File: src/rtl/simple_dualportram_stream_reader.sv
// Burst reader: pulls a range of words out of a registered-output RAM and
// presents them as a valid/ready stream through a small credit-checked FIFO.
module simple_dualportram_stream_reader #(
   parameter int WIDTH      = 32,
   parameter int DEPTH      = 10,
   parameter int FIFO_WORDS = 4
) (
   input  logic             clk,
   input  logic             reset,
   input  logic             start,
   input  logic [31:0]      base,
   input  logic [31:0]      count,
   output logic             busy,
   output logic             done,
   output logic             err,
   input  logic [31:0]      ram_length,
   output logic [31:0]      ram_address,
   output logic [WIDTH-1:0] ram_din,
   output logic             ram_we,
   output logic             ram_oe,
   input  logic [WIDTH-1:0] ram_dout,
   output logic [WIDTH-1:0] m_data,
   output logic             m_valid,
   input  logic             m_ready
);

   //  state | meaning
   //  IDLE  | waiting for start; zero-length and out-of-range requests finish here
   //  RUN   | issuing reads and draining the FIFO until the last word is accepted

   localparam int PW = $clog2(FIFO_WORDS);
   localparam int CW = PW + 1;
   localparam logic [CW:0] FIFO_CAP = (CW+1)'(FIFO_WORDS);

   if (FIFO_WORDS < 4 || (FIFO_WORDS & (FIFO_WORDS - 1)) != 0 || DEPTH < 1 || DEPTH > 32)
   begin : g_bad_params
      $error("simple_dualportram_stream_reader: illegal FIFO_WORDS or DEPTH");
   end

   typedef enum logic {
      IDLE = 1'b0,
      RUN  = 1'b1
   } state_t;

   state_t            state, state_next;
   logic [31:0]       base_q, count_q, issued, popped;
   logic [31:0]       ram_address_q;
   logic              ram_oe_q;
   logic              cap_valid;
   logic [WIDTH-1:0]  fifo_mem [FIFO_WORDS];
   logic [PW-1:0]     wr_ptr, rd_ptr;
   logic [CW-1:0]     fifo_count;
   logic              done_q, err_q;

   logic              issue, accept, pop;
   logic              done_next, err_next;
   logic [32:0]       range_sum;
   logic              range_ok;
   logic [1:0]        inflight;
   logic [CW:0]       committed;

   assign m_valid  = (fifo_count != '0);
   assign m_data   = m_valid ? fifo_mem[rd_ptr] : '0;
   assign pop      = m_valid && m_ready;
   assign inflight = {1'b0, ram_oe_q} + {1'b0, cap_valid};
   assign committed = {1'b0, fifo_count} + (CW+1)'(inflight);
   // 33-bit sum so a base near 2^32 cannot wrap into a falsely valid range
   assign range_sum = {1'b0, base} + {1'b0, count};
   assign range_ok  = (range_sum <= {1'b0, ram_length});

   assign busy        = (state == RUN);
   assign done        = done_q;
   assign err         = err_q;
   assign ram_address = ram_address_q;
   assign ram_oe      = ram_oe_q;
   assign ram_din     = '0;
   assign ram_we      = 1'b0;

   always_comb begin
      state_next = state;
      issue      = 1'b0;
      accept     = 1'b0;
      done_next  = 1'b0;
      err_next   = err_q;
      case (state)
         IDLE: begin
            if (start) begin
               if (count == 32'd0) begin
                  done_next = 1'b1;
                  err_next  = 1'b0;
               end else if (!range_ok) begin
                  done_next = 1'b1;
                  err_next  = 1'b1;
               end else begin
                  accept     = 1'b1;
                  err_next   = 1'b0;
                  state_next = RUN;
               end
            end
         end
         RUN: begin
            issue = (issued < count_q) && (committed < FIFO_CAP);
            if (pop && (popped == count_q - 32'd1)) begin
               done_next  = 1'b1;
               state_next = IDLE;
            end
         end
         default: state_next = IDLE;
      endcase
   end

   always_ff @(posedge clk or posedge reset) begin
      if (reset) begin
         state <= IDLE;
      end else begin
         state <= state_next;
      end
   end

   always_ff @(posedge clk or posedge reset) begin
      if (reset) begin
         base_q        <= '0;
         count_q       <= '0;
         issued        <= '0;
         popped        <= '0;
         ram_address_q <= '0;
         ram_oe_q      <= 1'b0;
         cap_valid     <= 1'b0;
         wr_ptr        <= '0;
         rd_ptr        <= '0;
         fifo_count    <= '0;
         done_q        <= 1'b0;
         err_q         <= 1'b0;
      end else begin
         done_q    <= done_next;
         err_q     <= err_next;
         ram_oe_q  <= issue;
         cap_valid <= ram_oe_q;
         if (accept) begin
            base_q  <= base;
            count_q <= count;
            issued  <= '0;
            popped  <= '0;
         end
         if (issue) begin
            ram_address_q <= base_q + issued;
            issued        <= issued + 32'd1;
         end
         if (pop) begin
            popped <= popped + 32'd1;
            rd_ptr <= rd_ptr + PW'(1);
         end
         if (cap_valid) begin
            wr_ptr <= wr_ptr + PW'(1);
         end
         case ({cap_valid, pop})
            2'b10:   fifo_count <= fifo_count + CW'(1);
            2'b01:   fifo_count <= fifo_count - CW'(1);
            default: fifo_count <= fifo_count;
         endcase
      end
   end

   // Storage needs no reset: m_data is masked while the FIFO is empty
   always_ff @(posedge clk) begin
      if (cap_valid) begin
         fifo_mem[wr_ptr] <= ram_dout;
      end
   end

endmodule
File: config.mk
export PLATFORM = sky130hd
export DESIGN_NAME = simple_dualportram_stream_reader
export DESIGN_NICKNAME = d
export VERILOG_FILES = /design/src/rtl/simple_dualportram_stream_reader.sv
export SDC_FILE = /design/constraint.sdc
export NUM_CORES = 1
export LEC_CHECK = 0
export ABC_CLOCK_PERIOD_IN_PS = 6400
export BUFFER_PORTS_ARGS = -buffer_cell sky130_fd_sc_hd__buf_4
export CORE_UTILIZATION = 60
export CTS_BUF_LIST = sky130_fd_sc_hd__clkbuf_2
export DETAILED_ROUTE_END_ITERATION = 8
export MAX_ROUTING_LAYER = met4
export PLACE_DENSITY = 0.86
export SYNTH_ARGS = -nofsm -noshare
export SYNTH_HDL_FRONTEND = slang
export SYNTH_SLANG_ARGS = --single-unit
File: constraint.sdc
create_clock -name clk -period 6.4 [get_ports clk]
set_input_delay 0.64 -clock clk [delete_from_list [all_inputs] [get_ports clk]]
set_output_delay 0.64 -clock clk [all_outputs]
set_load 0.05 [all_outputs]
# == Word level (Yosys, flattened, before mapping) ==
# Memories as Yosys holds them, arrays and structs flattened.
# Index checks and enable logic that the tools add are counted.
# word_totals
rom_bits,0
elab_cells,61
ramBits,128
memories,1
output_inout_bits,102
in_bits,132
latchBits,0
ff_bits,172
# mem_list
name,words,word_bits,rd,rd_ports_with_merged_regs,wr,line_no,source
fifo_mem,4,32,1,0,1,50,logic [WIDTH-1:0] fifo_mem [FIFO_WORDS];
# op_classes
muxes,20
n_eq_ne,3
multipliers,0
div_mod_pow,0
order_cmp,3
bitwise_logic,1
addsub,11
reduce_logical,9
shifts,0
# ops
cell,count
$mux W32,4
$add A32 B1 Y32 const B,2
$add A32 B32 Y33,1
$le A33 B32 Y1,1
$add A32 B32 Y32,1
$eq A32 B32 Y1,1
$logic_not A32 Y1,1
$lt A32 B32 Y1,1
$sub A32 B1 Y32 const B,1
$mux W1,13
$pmux W3 S2,1
$reduce_bool A2 Y1,3
$add A2 B1 Y2 const B,2
$add A3 B2 Y4,1
$lt A4 B3 Y1 const B,1
$pmux W1 S2,2
$add A3 B1 Y3 const B,1
$logic_and A1 B1 Y1,3
$reduce_bool A3 Y1,1
$sub A3 B1 Y3 const B,1
$add A1 B1 Y2,1
$eq A2 B1 Y1 const B,1
$eq A2 B2 Y1 const B,1
$reduce_and A2 Y1,1
$not A1 Y1,1

# == Depth between registers and ports, before layout ==
# logic_depth
ltp_word,8
ltp_mapped,24
ltp_nobuf,22

# == Worst setup path after synthesis ==
# OpenSTA, ideal clock, no wires.
# synth_timing
path_type,in2reg
from,input base[0]
to,register count_q[10]
arrival_ps,5106
path_stages,23
t_required_ps,6275
setup_time_ps,125
path_buffers,2
slack_ps,1169
cell_sequence,ha_1 > inv_1 > fa_1 > nor2b_1 > o31a_1 > o2111ai_1 > a21oi_1 > a21oi_1 > and2_1 > o21ai_0 > xor2_1 > ha_1 > nand4_1 > or2_2 > or4_1 > nor3_1 > a221oi_1 > o31ai_1 > nand2_1 > nor3_2 > buf_2 > buf_4 > mux2_2
# synth_via
elab_chain_cells,6
# synth_rtl
element,line_no,source
start: declaration,11,"input logic [31:0] base,"
$add A32 B32 Y33,68,"assign range_sum = {1'b0, base} + {1'b0, count};"
$le A33 B32 Y1,69,"assign range_ok = (range_sum <= {1'b0, ram_length});"
$mux W1,91,end else if (!range_ok) begin
$mux W1,88,if (count == 32'd0) begin
$mux W1,87,if (start) begin
$mux W1,85,case (state)
end signal: assignment,141,count_q <= count;
end: declaration,46,"logic [31:0] base_q, count_q, issued, popped;"
# No other way between the ends.
# A chain may end at the register's enable or synchronous reset.

# == Worst setup path in the final report ==
# layout_timing
from,input base[0]
to,register base_q[12]
# layout_via
elab_chain_cells,6
# layout_rtl
element,line_no,source
$add A32 B32 Y33,68,
$le A33 B32 Y1,69,
$mux W1,91,
$mux W1,88,
$mux W1,87,
$mux W1,85,
end signal: assignment,140,base_q <= base;
end: declaration,46,
# No other way between the ends.

==> metrics.csv <==
stage,metric,value,unit
run_status,status,"complete, no violations",
grt,grt_overflow,0,
finish,fin_nets,2286,
worst_setup_path,worst-setup-path-type,in -> reg,
cts,numClockSinks,300,
cts,cts_tree,yes,
detailed_routing,postRouteAntennaNets,0,
sta,holdWs,0.0456,ns
detailed_routing,drtPass1Iterations,8,
detailed_routing,drc,0,
cts,insertion_delay,0.97,ns
pwr,ir_worst_vdd,0.471,mV
finish,drive_gt1_frac,0.222,
worst_setup_path,cp_cell_sequence,"dlygate4sd3_1, buf_4, ha_1, inv_1, fa_1, nor2b_1, o31a_1, o2111ai_1, a21oi_1, a21oi_1, a31oi_1, nand4_1, a41oi_1, xor2_1, ha_1, a21o_1, a21oi_1, nor3b_1, o211ai_1, o31ai_1, nand2_1, nor3_4, buf_12, mux2_2",
synth,syn_avg_cell_area,10.5,sq um
worst_setup_path,slowest_delay,0.56,ns
finish,finalInstanceArea,21300,sq um
sta,max_freq,167,MHz
synth,ys_warn_count,0,
worst_hold_path,hold_class,in -> reg,
pwr,power.leakage,9.49,nW
synth,async_flop_share,0.573,
pwr,p_per_area,460,nW/um^2
floorplanning,initial_core_util,0.613,
place,place_area,20100,sq um
detailed_routing,drtIter0Drc,1350,
grt,grt_pass1_wl,81700,um
cts,cts_setup_buffers,0,
worst_setup_path,worstPathBufferInverterCount,4,
worst_setup_path,crit_path_end_kind,flop,
place,post-place-cells,2279,
sta,grt_setup_unrepaired,no,
synth,ys_types,78,
detailed_routing,wl_per_cell,21.6,um
floorplanning,ioPinCount,234,
synth,yosysSeqAreaShare,0.445,
worst_setup_path,critPathSlowestCell,o31ai_1,
detailed_routing,dr.max_layer_used,met4,
floorplanning,dieArea,31200,sq um
sta,drv_slew,0,
grt,grt_max_degree,107,
cts,cts_resized,0,
sta,layout_min_cycle_time,5.97,ns
cts,clk_path_buf_depth,3,
pwr,finalPower,0.00981,W
grt,antenna_found_initial,2,
finish,final_cell_mix,"214 x buf_4, 171 x dfrtp_1, 167 x o21ai_0, 135 x ha_1, 128 x edfxtp_1",
cts,clk_pin_slew_worst_paths,0.10,ns
detailed_routing,vias_per_cell,6.17,
detailed_routing,routed-wl-met3,4710,um
worst_setup_path,cpMostUsedCell,a21oi_1,
cts,clk_root_buffer_cell,clkbuf_2,
synth,netlist_instances,1739,
detailed_routing,num_vias,15200,
sta,worst_pin_slew,1.09,ns
floorplanning,row_count,63,
worst_setup_path,cp_top_family,compound AO/OA/AOI/OAI gates,
synth,netlist_area,18300,sq um
place,dp_hpwl,37400,um
sta,finalHoldViolCount,0,
floorplanning,die_x,177,um
synth,synth_edf_count,128,
place,port_buffers,200,
sta,skew,0.169,ns
synth,synth-seq-cells,300,
worst_setup_path,cp.required,7.11,ns
flow_run,cap_viol_max_count,0,
cts,cts_buffers,74,
floorplanning,fp.dieH,177,um
floorplanning,core_area,29900,sq um
finish,mostFrequentLayoutCell,buf_4,
place,place.gp.congestion,0.985,
detailed_routing,wl_met1,20900,um
worst_setup_path,cp_data_arrival_time,6.68,ns
worst_setup_path,critical_path.max_fanout,68,
cts,htreeDepth,3,
finish,final_cells,2465,
grt,track_usage,0.355,
worst_setup_path,critPathLaunchType,input port,
grt,grt_pass1_vias,15200,
cts,holdBufCountCts,51,
synth,synth_ff_type,dfrtp_1,
sta,finalSetupViolations,0,
sta,fin_crit_sh,0.933,
sta,slew-limit-headroom,0.268,
detailed_routing,routed_wl,53100,um
finish,area_growth,16.4,%
detailed_routing,wl_met2,25200,um
sta,tns,0,ns
==> final cells by class <==
class / count / area (sq um)
Multi-Input combinational cell: 1278 / 9460
Fill cell: 2125 / 8540
Sequential cell: 300 / 8150
Timing Repair Buffer: 266 / 2140
Clock buffer: 113 / 566
Tap cell: 390 / 488
Inverter: 96 / 365
Clock inverter: 20 / 159
Antenna cell: 2 / 5.00
==> state kept, by name (all words and copies together), names as in the netlist <==
signal / cells
done: 1
ram_oe: 1
err: 1
cap_valid: 1
busy: 1
issued: 32
rd_ptr: 2
wr_ptr: 2
fifo_count: 3
popped: 32
ram_address: 32
fifo_mem: 128
base_q: 32
count_q: 32
==> worst reg2reg max path, stage by stage (launching register included) <==
cell and delay [ns]:
dfrtp_1 0.55, ha_1 0.30, inv_1 0.08, fa_1 0.42, nor2b_1 0.18, o31a_1 0.22
o2111ai_1 0.22, a2111oi_0 0.59, nor4bb_1 0.20, o31ai_1 0.43, a21oi_1 0.14, mux2i_1 0.16
nand3_1 0.08
==> where the power goes <==
part           switching (W)  internal [W]
clock               0.000824      0.000562
sequential          0.000597       0.00267
combinational        0.00327       0.00188
total                0.00469       0.00511
==> worst paths after layout <==
| kind | from | endpoint | slack, ns | cells after the start |
|---|---|---|---|---|
| worst max-delay path | base[0] | base_q[12] | 0.43 | 24 |
| worst min-delay path | count[27] | count_q[27] | 0.05 | 2 |
| worst max register to register | issued[0] | ram_address[30] | 2.57 | 12 |
| worst min register to register | ram_oe | cap_valid | 0.44 | 0 |
| max in group asynchronous | reset | base_q[10] | 4.37 | 4 |
| min in group asynchronous | reset | wr_ptr[1] | 0.46 | 3 |
==> cell families (layout without fill, tap and decap cells) <==
| group | Yosys count | count (layout) | synth area share |
|---|---|---|---|
| and+or+nand+nor | 469 | 469 | 0.138 |
| AOI/OAI and AO/OA | 436 | 436 | 0.145 |
| DFF | 300 | 300 | 0.445 |
| buffers and inverters | 193 | 495 | 0.0472 |
| adders and majority gates | 138 | 138 | 0.0955 |
| muxes | 102 | 102 | 0.0820 |
| xor gates and xnor gates | 100 | 100 | 0.0478 |
| other | 1 | 35 | 0.000205 |
==> synth_stat cells (all sizes together), types with 43 or more instances <==
library cell	n	area, sq um
dfrtp	172	4300
o21ai	167	836
ha	135	1690
edfxtp	128	3840
nand2	112	423
a21oi	95	475
inv	95	357
nor2	77	289
mux2	64	721
and2	59	370
xnor2	57	499
clkbuf	52	196
buf	45	308
a21o	43	323
nand3	43	228
xor2	43	377
==> through the flow <==
stage          setup slack, ns   util
2_1_floorplan             1.10      -
3_3_place_gp             0.403  0.673
3_5_place_dp             0.207  0.673
4_1_cts                  0.517  0.714
5_1_grt                 0.0391  0.714
6_report                 0.427  0.714
==> layer usage <==
metal / vias to the layer above / global-route usage
met5: - / -
met4: 0 / 0.169
met3: 173 / 0.0767
met2: 803 / 0.564
met1: 7276 / 0.432
li1: 6964 / -
No activity file was read; power rests on OpenSTA's default activity.
